===== src/rtl/tick_generator.sv =====
// Countdown-timer timebase: divides clk to a 1 s tick, counts seconds, pulses a minute tick on wrap.
// Optional test mode (fast port, FAST_DIV divide) is enabled by defining TICK_TEST_EN.
module tick_generator #(
   parameter int CLK_HZ      = 16_000_000,
   parameter int SEC_PER_MIN = 60,
   parameter int FAST_DIV    = 16,
   localparam int PRE_W      = $clog2(CLK_HZ),
   localparam int SEC_W      = $clog2(SEC_PER_MIN)
) (
   input  logic             clk,
   input  logic             rst_n,
   input  logic             en,
   input  logic             clr,
`ifdef TICK_TEST_EN
   input  logic             fast,
`endif
   output logic             sec_tick,
   output logic             min_tick,
   output logic [SEC_W-1:0] sec_count
);

   localparam logic [PRE_W-1:0] TERM_SLOW = PRE_W'(CLK_HZ - 1);
   localparam logic [SEC_W-1:0] SEC_LAST  = SEC_W'(SEC_PER_MIN - 1);

   logic [PRE_W-1:0] prescaler;
   logic [PRE_W-1:0] term;
   logic             pre_wrap;

`ifdef TICK_TEST_EN
   localparam logic [PRE_W-1:0] TERM_FAST = PRE_W'(FAST_DIV - 1);
   assign term = fast ? TERM_FAST : TERM_SLOW;
`else
   assign term = TERM_SLOW;
`endif

   // >= rather than == so a switch to the short divide mid-second wraps on the next edge
   assign pre_wrap = (prescaler >= term);

   always_ff @(posedge clk) begin
      if (!rst_n || clr) begin
         prescaler <= '0;
         sec_count <= '0;
         sec_tick  <= 1'b0;
         min_tick  <= 1'b0;
      end else if (!en) begin
         sec_tick  <= 1'b0;
         min_tick  <= 1'b0;
      end else if (pre_wrap) begin
         prescaler <= '0;
         sec_tick  <= 1'b1;
         if (sec_count == SEC_LAST) begin
            sec_count <= '0;
            min_tick  <= 1'b1;
         end else begin
            sec_count <= sec_count + 1'b1;
            min_tick  <= 1'b0;
         end
      end else begin
         prescaler <= prescaler + 1'b1;
         sec_tick  <= 1'b0;
         min_tick  <= 1'b0;
      end
   end

endmodule


===== config.mk =====
export PLATFORM = sky130hd
export DESIGN_NAME = tick_generator
export DESIGN_NICKNAME = d
export VERILOG_FILES = /design/src/rtl/tick_generator.sv
export SDC_FILE = /design/constraint.sdc
export NUM_CORES = 1
export LEC_CHECK = 0
export BUFFER_PORTS_ARGS = -buffer_cell sky130_fd_sc_hd__buf_2
export CAP_MARGIN = 20
export CORE_ASPECT_RATIO = 0.5
export CORE_UTILIZATION = 40
export CTS_BUF_LIST = sky130_fd_sc_hd__clkbuf_16
export CTS_CLUSTER_DIAMETER = 120
export DETAILED_ROUTE_END_ITERATION = 6
export GPL_TIMING_DRIVEN = 0
export SYNTH_ARGS = -nofsm -noshare
export SYNTH_HDL_FRONTEND = slang
export SYNTH_SLANG_ARGS = --single-unit

===== constraint.sdc =====
create_clock -name clk -period 2.1 [get_ports clk]
set_input_delay 0.105 -clock clk [delete_from_list [all_inputs] [get_ports clk]]
set_output_delay 0.105 -clock clk [all_outputs]
set_load 0.005 [all_outputs]

==> flow_metrics.py <==
metrics = {
    "status": {
        "status": "finished clean",
    },
    "placed_design": {
        "gp_congestion": 0.747,
        "port_buffers": 10,
        "hpwl_um": 2140,
        "place_worst_setup_slack_ps": -140,
        "place_area_sq_mm": 0.00168,
    },
    "power_and_ir_drop": {
        "clkPwrFrac_pct": 51.2,
        "power.leakage_uw": 0.000693,
        "seq_power_share_pct": 46.6,
        "internal_power_uw": 1040,
        "p_comb_share_pct": 2.3,
        "power_density_mw_per_mm2": 678,
        "netSwitchingFraction_pct": 20.1,
        "power_switching_uw": 263,
        "ir_drop_v": 0.000251,
    },
    "timing": {
        "worstMarginPinSlew_ps": 609,
        "fmax_ghz": 0.500,
        "fin_ws_ps": 101,
        "post-route-period-util_pct": 95.2,
        "fin_skew_ps": 4.78,
        "maxSlewHeadroom_pct": 59.1,
        "post-route-min-period_ps": 2000,
        "drv_slew": 0,
        "finalSetupViolCount": 0,
        "rsz0062_at_grt": "no",
        "hold_viol_final": 0,
    },
    "global_route": {
        "grtUsageMet2_pct": 28.2,
        "met3_usage_pct": 5.45,
        "busiest_layer": "met2",
        "grt_overflow_total": 0,
        "grt_pass1_wl_um": 5240,
        "grt_max_degree": 11,
        "grt_pass1_vias": 1180,
        "grtUsageMet1_pct": 19.6,
        "antenna_found_initial": 0,
        "grtUsageTotal_pct": 16.6,
    },
    "synthesis": {
        "synth_top_cell_by_area": "dfxtp_1",
        "synth-edff-count": 0,
        "postSynth.asyncResetShare_pct": 0,
        "yosys.area.top_type_share_pct": 40.9,
        "synth.cell_area_sq_mm": 0.00157,
        "yosysSeqAreaShare_pct": 40.9,
        "avgSynthCellArea_sq_um": 8.51,
        "ys_ff_latch": 32,
        "syn_inst": 184,
        "mappedNetlistNets": 190,
        "synthFlopType": "dfxtp_1",
        "synthDistinctLibCells": 36,
        "yosys_warnings": 0,
        "yosys-top-cells-area": "dfxtp_1, xnor2_1, nor2_1, nand2_1, xor2_1",
        "yosys-top-cells-count": "dfxtp_1, nor2_1, nand2_1",
    },
    "routing": {
        "dr.pass1.iters": 4,
        "drcViolationCount": 0,
        "vias": 1328,
        "wirelength_um": 3170,
        "viasPerCell": 5.13,
        "wire_per_inst_um": 12.2,
        "final_antenna_net_count": 0,
        "drt_iter0_drc": 46,
    },
    "cts": {
        "clock_sinks": 32,
        "ctsHoldBuffers": 0,
        "clockBufferDepth": 2,
        "clock-root-buffer": "clkbuf_16",
        "cts_tree": "yes",
        "clkTransAtPathRegs_ps": 50,
        "cts.htree.levels": 2,
        "cts_buffers": 5,
        "clock_latency_ps": 270,
    },
    "cells_and_area": {
        "final_nets": 213,
        "syn_to_final_growth_pct": 22.8,
        "final_layout_size_suffix_gt1_share_pct": 23.6,
        "fillCellCount": 344,
        "antenna_cells": 0,
        "finalInstanceArea_sq_mm": 0.00192,
    },
    "floorplan": {
        "start_util_pct": 43.7,
        "core_sq_mm": 0.00358,
        "chipHeight_um": 46.3,
        "rows": 15,
        "die_x_um": 90.5,
        "dieArea_sq_mm": 0.00419,
        "io_pins": 12,
    },
    "worst_hold_path": {
        "min_from": "en",
        "min_path_cells": 3,
        "hold_class": "input port to flip-flop",
        "hold-path-endpoint": "prescaler[0]",
    },
    "worst_setup_path": {
        "crit_path_end_kind": "flip-flop",
        "required_ps": 2280,
        "reg2reg_setup_slack_ps": 100,
        "cp_max_fo": 8,
        "reg2reg_to": "sec_count[3]",
        "worst_r2r_startpoint": "prescaler[5]",
        "arrival_ps": 2180,
        "startpoint_type": "flip-flop",
        "crit_type": "flip-flop to flip-flop",
        "ff2ff_path_depth": 5,
    },
    "job": {
        "max-cap-violations": 0,
    },
}
[worst max-delay path by stage]
stage	cells past startpoint	slack (ps)	end	startpoint
2_1_floorplan	6	50	sec_count[3]	prescaler[4]
3_3_place_gp	6	-100	prescaler[7]	prescaler[4]
3_5_place_dp	6	-140	prescaler[6]	prescaler[4]
4_1_cts	7	20	sec_count[4]	prescaler[1]
5_1_grt	7	2	prescaler[21]	prescaler[1]
6_report	5	100	sec_count[3]	prescaler[5]
[cells in the final DEF, fill, tap and decap left out, types with 2 or more instances in the layout]
cell,instances
nand3_1,9
buf_2,11
and3_1,5
dfxtp_1,26
dfxtp_4,3
buf_4,9
dfxtp_2,3
nand3b_1,2
a21oi_1,4
nand2b_1,2
nor2_1,32
clkbuf_16,5
o21ai_0,4
nand2_1,21
inv_1,4
xnor2_1,14
nand4_1,6
nor3_1,8
o41ai_2,2
xor2_1,8
clkbuf_1,4
a31o_2,3
nor4_1,2
[state kept, by name (all words and copies together), names as in the netlist]
register / flops
min_tick: 1
prescaler: 24
sec_count: 6
sec_tick: 1
[logic make-up (layout without fill, tap and decap cells)]
group	Yosys count	in the layout	share of synthesized area (%)
AND/OR/NAND/NOR	99	99	31.2
flip-flops	32	32	40.9
multiplexers	1	1	0.639
buffers and inverters	10	34	3.11
AO/OA/AOI/OAI	18	18	10.2
adder cells (fa/ha/maj)	2	2	1.60
XOR/XNOR	22	22	12.3
[power groups by stage]
stage / clock network [uW] / registers (uW) / logic (uW)
after floorplan: 0 / 623 / 18.0
after global placement: 0 / 623 / 25.1
after detailed placement: 0 / 623 / 25.2
after CTS: 690 / 611 / 29.3
after global routing: 713 / 607 / 34.5
final: 667 / 607 / 29.8
[critical path: stages (launching register included)]
cell and delay (ps):
dfxtp_4 370, nand4_4 110, or4_4 580, a211o_4 370, and2_4 200, o41ai_4 260
[stage by stage]
| step | util, % | instances | hold WS [ps] | total power, uW | setup TNS (ps) |
|---|---|---|---|---|---|
| 2_1_floorplan | - | 184 | 389 | 641 | 0 |
| 3_3_place_gp | 46.9 | 245 | 462 | 648 | -2040 |
| 3_5_place_dp | 46.9 | 245 | 475 | 648 | -2910 |
| 4_1_cts | 52.6 | 258 | 233 | 1330 | 0 |
| 5_1_grt | 53.6 | 259 | 299 | 1350 | 0 |
| 6_report | 53.6 | 259 | 242 | 1300 | 0 |
[metal layers]
| metal | up-vias | wire length (um) |
|---|---|---|
| met4 | 0 | 34 |
| met5 | - | 0 |
| met1 | 619 | 1550 |
| li1 | 685 | - |
| met3 | 6 | 128 |
| met2 | 18 | 1450 |
[cell type report]
type / instances / area (sq um) / share of cell area [%]
multi-input cells: 142 / 922 / 48.0
flip-flops and latches: 32 / 656 / 34.1
clock buffers: 5 / 125 / 6.51
repair buffers: 17 / 103 / 5.34
well taps: 51 / 63.8 / 3.32
plain buffers: 7 / 35.0 / 1.82
clock inverters: 3 / 11.3 / 0.586
inverters: 2 / 7.51 / 0.390
[timing repair]
item,in CTS,in global routing
buffers inserted,5,2
endpoints found under the setup margin,23,23
resized for setup,9,9
pin swaps,4,5
No activity file was read; power rests on OpenSTA's default activity.
